===== src/rtl/sap_pkg.sv =====
// rtl/sap_pkg.sv - SAP-1 opcodes, T-state encodings and control-word bit indices
package sap_pkg;

  localparam logic [3:0] OP_LDA = 4'b0000;
  localparam logic [3:0] OP_ADD = 4'b0001;
  localparam logic [3:0] OP_SUB = 4'b0010;
  localparam logic [3:0] OP_JMP = 4'b0011;
  localparam logic [3:0] OP_OUT = 4'b1110;
  localparam logic [3:0] OP_HLT = 4'b1111;

  localparam logic [5:0] T1 = 6'b000001;
  localparam logic [5:0] T2 = 6'b000010;
  localparam logic [5:0] T3 = 6'b000100;
  localparam logic [5:0] T4 = 6'b001000;
  localparam logic [5:0] T5 = 6'b010000;
  localparam logic [5:0] T6 = 6'b100000;

  localparam int CW_PC_OUT   = 0;
  localparam int CW_PC_INC   = 1;
  localparam int CW_PC_LOAD  = 2;
  localparam int CW_MAR_LOAD = 3;
  localparam int CW_MEM_OUT  = 4;
  localparam int CW_IR_LOAD  = 5;
  localparam int CW_IR_OUT   = 6;
  localparam int CW_ACC_LOAD = 7;
  localparam int CW_ACC_OUT  = 8;
  localparam int CW_B_LOAD   = 9;
  localparam int CW_ALU_OUT  = 10;
  localparam int CW_ALU_SUB  = 11;
  localparam int CW_OUT_LOAD = 12;
  localparam int CW_W        = 13;

endpackage


===== src/rtl/ring_counter.sv =====
// rtl/ring_counter.sv - one-hot rotate-left ring with sync clear to bit0 and hold
module ring_counter #(
  parameter int WIDTH = 6
) (
  input  logic             clk_i,
  input  logic             clear_i,
  input  logic             hold_i,
  output logic [WIDTH-1:0] t_state_o
);

  logic [WIDTH-1:0] state_q, state_d;

  always_comb begin
    state_d = state_q;
    if (clear_i) begin
      state_d = WIDTH'(1);
    end else if (!hold_i) begin
      state_d = {state_q[WIDTH-2:0], state_q[WIDTH-1]};
    end
  end

  always_ff @(posedge clk_i) begin
    state_q <= state_d;
  end

  assign t_state_o = state_q;

endmodule


===== src/rtl/sap_controller.sv =====
// rtl/sap_controller.sv - SAP-1 sequencer: T-state ring plus opcode decode to control strobes
module sap_controller
  import sap_pkg::*;
#(
  parameter int OPCODE_W = 4,
  parameter int T_STATES = 6
) (
  input  logic                clk,
  input  logic                cls,
  input  logic [OPCODE_W-1:0] opcode,
  output logic [T_STATES-1:0] t_state,
  output logic                pc_out,
  output logic                pc_inc,
  output logic                pc_load,
  output logic                mar_load,
  output logic                mem_out,
  output logic                ir_load,
  output logic                ir_out,
  output logic                acc_load,
  output logic                acc_out,
  output logic                b_load,
  output logic                alu_out,
  output logic                alu_sub,
  output logic                out_load,
  output logic                halted
);

  logic            halted_q, halted_d;
  logic            hlt_exec;
  logic [CW_W-1:0] cw;

  // HLT returns the ring to T1 on the edge ending T4, then hold freezes it there.
  assign hlt_exec = t_state[3] && (opcode == OPCODE_W'(OP_HLT)) && !halted_q;

  ring_counter #(.WIDTH(T_STATES)) u_ring (
    .clk_i     (clk),
    .clear_i   (cls || hlt_exec),
    .hold_i    (halted_q),
    .t_state_o (t_state)
  );

  always_comb begin
    halted_d = halted_q;
    if (cls) begin
      halted_d = 1'b0;
    end else if (hlt_exec) begin
      halted_d = 1'b1;
    end
  end

  always_ff @(posedge clk) begin
    halted_q <= halted_d;
  end

  always_comb begin
    cw = '0;
    if (t_state[0]) begin
      cw[CW_PC_OUT]   = 1'b1;
      cw[CW_MAR_LOAD] = 1'b1;
    end
    if (t_state[1]) cw[CW_PC_INC] = 1'b1;
    if (t_state[2]) begin
      cw[CW_MEM_OUT] = 1'b1;
      cw[CW_IR_LOAD] = 1'b1;
    end
    if (t_state[3]) begin
      case (opcode)
        OPCODE_W'(OP_LDA), OPCODE_W'(OP_ADD), OPCODE_W'(OP_SUB): begin
          cw[CW_IR_OUT]   = 1'b1;
          cw[CW_MAR_LOAD] = 1'b1;
        end
        OPCODE_W'(OP_JMP): begin
          cw[CW_IR_OUT]  = 1'b1;
          cw[CW_PC_LOAD] = 1'b1;
        end
        OPCODE_W'(OP_OUT): begin
          cw[CW_ACC_OUT]  = 1'b1;
          cw[CW_OUT_LOAD] = 1'b1;
        end
        default: ;
      endcase
    end
    if (t_state[4]) begin
      case (opcode)
        OPCODE_W'(OP_LDA): begin
          cw[CW_MEM_OUT]  = 1'b1;
          cw[CW_ACC_LOAD] = 1'b1;
        end
        OPCODE_W'(OP_ADD), OPCODE_W'(OP_SUB): begin
          cw[CW_MEM_OUT] = 1'b1;
          cw[CW_B_LOAD]  = 1'b1;
        end
        default: ;
      endcase
    end
    if (t_state[5]) begin
      if (opcode == OPCODE_W'(OP_ADD) || opcode == OPCODE_W'(OP_SUB)) begin
        cw[CW_ALU_OUT]  = 1'b1;
        cw[CW_ACC_LOAD] = 1'b1;
        cw[CW_ALU_SUB]  = (opcode == OPCODE_W'(OP_SUB));
      end
    end
    if (cls || halted_q) cw = '0;
  end

  assign pc_out   = cw[CW_PC_OUT];
  assign pc_inc   = cw[CW_PC_INC];
  assign pc_load  = cw[CW_PC_LOAD];
  assign mar_load = cw[CW_MAR_LOAD];
  assign mem_out  = cw[CW_MEM_OUT];
  assign ir_load  = cw[CW_IR_LOAD];
  assign ir_out   = cw[CW_IR_OUT];
  assign acc_load = cw[CW_ACC_LOAD];
  assign acc_out  = cw[CW_ACC_OUT];
  assign b_load   = cw[CW_B_LOAD];
  assign alu_out  = cw[CW_ALU_OUT];
  assign alu_sub  = cw[CW_ALU_SUB];
  assign out_load = cw[CW_OUT_LOAD];
  assign halted   = halted_q;

endmodule


===== config.mk =====
export PLATFORM = sky130hd
export DESIGN_NAME = sap_controller
export DESIGN_NICKNAME = d
export VERILOG_FILES = /design/src/rtl/sap_pkg.sv /design/src/rtl/ring_counter.sv /design/src/rtl/sap_controller.sv
export SDC_FILE = /design/constraint.sdc
export NUM_CORES = 1
export LEC_CHECK = 0
export ABC_AREA = 1
export BUFFER_PORTS_ARGS = -buffer_cell sky130_fd_sc_hd__clkbuf_2
export CORE_AREA = 2 2 39 41
export DETAILED_ROUTE_END_ITERATION = 16
export DIE_AREA = 0 0 41 43
export GPL_ROUTABILITY_DRIVEN = 1
export HOLD_SLACK_MARGIN = 0.15
export PLACE_DENSITY = 0.73
export SYNTH_ARGS = -nofsm -noshare
export SYNTH_HDL_FRONTEND = slang
export SYNTH_SLANG_ARGS = --single-unit

===== constraint.sdc =====
create_clock -name clk -period 1 [get_ports clk]
set_clock_uncertainty 0.1 [all_clocks]
set_input_delay 0.05 -clock clk [delete_from_list [all_inputs] [get_ports clk]]
set_output_delay 0.05 -clock clk [all_outputs]
set_load 0.02 [all_outputs]

==> impl_metrics.json <==
{
  "path_class": "reg -> out",
  "postSynthAreaPerCell_um2": 6.077,
  "timing.fmax_ghz": 0.7315,
  "insertion_delay_ns": 0.25,
  "reg2reg_to": "u_ring.t_state_o[5]",
  "failed_checks": "setup timing",
  "number_of_buffers_added_by_the_clock_tree_synthesis_step": 3,
  "async_set_or_reset_register_ratio_after_synthesis": 0,
  "p_per_area_nw_per_um2": 737.4,
  "final-instance-count-excl-fill": 132,
  "clock_network_power_share": 0.342,
  "number_of_vias_after_detailed_routing": 630,
  "synth_cell_types": 15,
  "timing.critical_path.slowest_cell_delay_ns": 0.36,
  "netlist_area_um2": 425.4,
  "worstPathRequired_ns": 0.85,
  "max_cap_viol_count": 0,
  "fin_worst_hold_slack_ns": 0.1763,
  "drv_slew": 0,
  "worst_pin_slew_ns": 0.2424,
  "worstPathCellList": "nor2_4 -> nand2_2 -> nor3b_4 -> clkbuf_8",
  "ys_warn_count": 0,
  "switching_power_mw": 0.2340,
  "min_path_cells": 5,
  "power.share.sequential": 0.383,
  "finalCoreUtilization": 0.7495,
  "drc_markers": 0,
  "synth.top_cell.area_share": 0.3294,
  "yosys_most_used_dff": "sky130_fd_sc_hd__dfxtp_1",
  "first_global_vias": 573,
  "ctsLongestPathBuffers": 2,
  "worst_setup_path_end_kind": "output pin",
  "grt_start_max_net_pins": 6,
  "cts_htree_levels": 1,
  "critical_path.top_delay_family": "simple AND/OR/NAND/NOR gates",
  "final_hold_viol_count": 0,
  "path_buf_inv": 1,
  "io_buffer_count": 25,
  "fin_total_pwr_mw": 0.7648,
  "timing.hold.worst.class": "in -> reg",
  "report.final.setup_viol": 21,
  "regArea_um2": 150.1,
  "leakage_nw": 0.5176,
  "tritoncts_num_sinks": 7,
  "placementRows": 14,
  "worst_slew_margin_rel": 0.8382,
  "clk_root_buffer_cell": "sky130_fd_sc_hd__clkbuf_4",
  "post-synth-top-area-cell": "sky130_fd_sc_hd__dfxtp_1",
  "hold_path_end": "halted",
  "irDropWorstVdd_mv": 0.7642,
  "coreArea_um2": 1384,
  "routabilityCongestion": 0.8492,
  "dp_worst_setup_slack_ns": -0.1198,
  "drtPass1Iterations": 4,
  "kind_of_start_point_of_the_critical_path": "flop",
  "critical_path.slowest_cell": "sky130_fd_sc_hd__dfxtp_4",
  "area_of_placed_instances_um2": 720.7,
  "cp_max_fo": 4,
  "regToRegSetupSlack_ns": -0.18,
  "final_antenna_net_count": 0,
  "dieHeight_um": 43,
  "filler_cell_count": 100,
  "ff_latch_count_synth": 7,
  "io-pin-count": 26,
  "synth-edff-count": 0,
  "power_switching_share": 0.3059,
  "status": "finished with violations",
  "yosysMostFrequentCell": "sky130_fd_sc_hd__nor2_1",
  "final_net_count": 123,
  "hold_crit_start": "opcode[2]",
  "clk_pin_slew_worst_paths_ns": 0.06,
  "synth_fp_nets": 76,
  "fin_crit_period_ns": 1.367,
  "place.detailed.instances": 123,
  "grt_setup_unrepaired": "yes",
  "die_ar_um2": 1763,
  "fin_ws_ns": -0.3671,
  "power.combinational.fraction": 0.275,
  "chipWidth_um": 41,
  "grtUsageTotal": 0.1751,
  "syn2layout_area_growth_pct": 143.8,
  "post_synth_main_area_contributors": "sky130_fd_sc_hd__dfxtp_1 (33%), sky130_fd_sc_hd__nor2_1 (16%), sky130_fd_sc_hd__nand2_1 (11%)",
  "final.period_utilization": 1.367,
  "intPower_mw": 0.5309,
  "synth-seq-area-share": 0.3294,
  "diodes_inserted": 0,
  "timing.rr.start": "halted",
  "finalWirelength_um": 1591,
  "antenna_found_initial": 0,
  "layout_cell_share_with_drive_strength_beyond_1": 0.6897,
  "total_grt_overflow": 0,
  "reg2regPathDepth": 6,
  "dr.first_iter.drc_count": 11,
  "design_area_um2": 1037,
  "fin_tns_setup_ns": -5.312,
  "arrival_ns": 1.22,
  "initial_core_util": 0.3074,
  "synthCells": 70,
  "wl_per_cell_um": 12.05,
  "leading_post_synthesis_cells_by_instance_count": "sky130_fd_sc_hd__nor2_1 (18), sky130_fd_sc_hd__nand2_1 (13), sky130_fd_sc_hd__inv_1 (11), sky130_fd_sc_hd__dfxtp_1 (7), sky130_fd_sc_hd__a21oi_1 (6)",
  "grt_first_pass_wirelength_um": 2187,
  "tritoncts": "built",
  "multi_input_comb_area_um2": 354.1,
  "place_hpwl_um": 953.7,
  "vias_per_cell": 4.773
}
==> kinds of logic (layout without fill, tap and decap cells) <==
family | after synthesis | count (layout) | share of synthesized area
AO/OA/AOI/OAI | 8 | 8 | 0.09412
buffers and inverters | 14 | 60 | 0.1412
AND/OR/NAND/NOR | 41 | 41 | 0.4353
flip-flops | 7 | 7 | 0.3294
==> repair_timing <==
item / in CTS / in global routing
setup endpoints to repair: 22 / 24
hold buffers: 1 / 0
pin swaps: 8 / 7
resized for setup: 43 / 27
hold endpoints to repair: 1 / 0
buffers inserted: 2 / 2
gates cloned: 0 / 0
==> state kept, by name, indices dropped and copies added (netlist names) <==
signal	cells
halted	1
u_ring.t_state_o	6
==> cell type report <==
class / count / area share
Tap cell: 16 / 0.01930
Multi-Input combinational cell: 49 / 0.3414
Timing Repair Buffer: 44 / 0.4234
Clock buffer: 4 / 0.02533
Sequential cell: 7 / 0.1448
Inverter: 12 / 0.04584
==> worst max path at each step <==
stage | startpoint | endpoint | slack, ns | depth (start not counted)
finish | halted | alu_sub | -0.37 | 4
global route | halted | alu_sub | -0.41 | 4
CTS | halted | acc_load | -0.39 | 6
detailed placement | halted | pc_out | -0.12 | 5
global placement | halted | b_load | -0.10 | 4
floorplan | halted | out_load | -0.18 | 4
==> worst reg2reg max path, stage by stage (launching register included) <==
cell and delay, ns:
sky130_fd_sc_hd__dfxtp_4 0.36, sky130_fd_sc_hd__buf_4 0.14, sky130_fd_sc_hd__buf_6 0.11, sky130_fd_sc_hd__nor2_4 0.11
sky130_fd_sc_hd__nand2_4 0.08, sky130_fd_sc_hd__nand2_4 0.11, sky130_fd_sc_hd__nor2_1 0.05
==> power by group through the flow <==
stage	sequential (mW)	combinational (mW)	clock, mW
4_1_cts	0.292	0.180	0.268
6_report	0.293	0.210	0.262
5_1_grt	0.294	0.226	0.276
2_1_floorplan	0.309	0.0742	0
3_5_place_dp	0.298	0.152	0
3_3_place_gp	0.298	0.150	0
==> placed cells by master (no fill, tap or decap) <==
cell type	netlist	layout
sky130_fd_sc_hd__buf_4	2	14
sky130_fd_sc_hd__nor2_1	18	9
sky130_fd_sc_hd__inv_1	11	8
sky130_fd_sc_hd__clkbuf_2	0	8
sky130_fd_sc_hd__buf_8	0	8
sky130_fd_sc_hd__nand2_1	13	7
sky130_fd_sc_hd__clkbuf_8	0	7
sky130_fd_sc_hd__nor2_4	0	6
sky130_fd_sc_hd__buf_6	0	6
sky130_fd_sc_hd__nand2_2	2	5
sky130_fd_sc_hd__nor2_2	1	4
sky130_fd_sc_hd__a21oi_1	6	4
sky130_fd_sc_hd__inv_2	1	3
sky130_fd_sc_hd__clkbuf_4	0	3
sky130_fd_sc_hd__dfxtp_1	7	3
sky130_fd_sc_hd__nand3_2	1	2
sky130_fd_sc_hd__nand4_1	2	2
sky130_fd_sc_hd__o21ai_2	0	2
sky130_fd_sc_hd__nand2_4	0	2
sky130_fd_sc_hd__a21oi_2	0	2
sky130_fd_sc_hd__dfxtp_4	0	2
sky130_fd_sc_hd__dfxtp_2	0	2
sky130_fd_sc_hd__nor3_4	0	1
sky130_fd_sc_hd__inv_4	0	1
sky130_fd_sc_hd__nand2_8	0	1
sky130_fd_sc_hd__nor3b_4	0	1
sky130_fd_sc_hd__nand3_1	2	1
sky130_fd_sc_hd__clkbuf_1	0	1
sky130_fd_sc_hd__dlygate4sd3_1	0	1
==> metal layers <==
| layer | part of all wire | global-route usage |
|---|---|---|
| met5 | 0 | 0 |
| met4 | 0.030 | 0.06000 |
| met3 | 0.048 | 0.02094 |
| met2 | 0.55 | 0.3094 |
| met1 | 0.37 | 0.2006 |
Note: power is estimated with default switching activity, not from simulation.
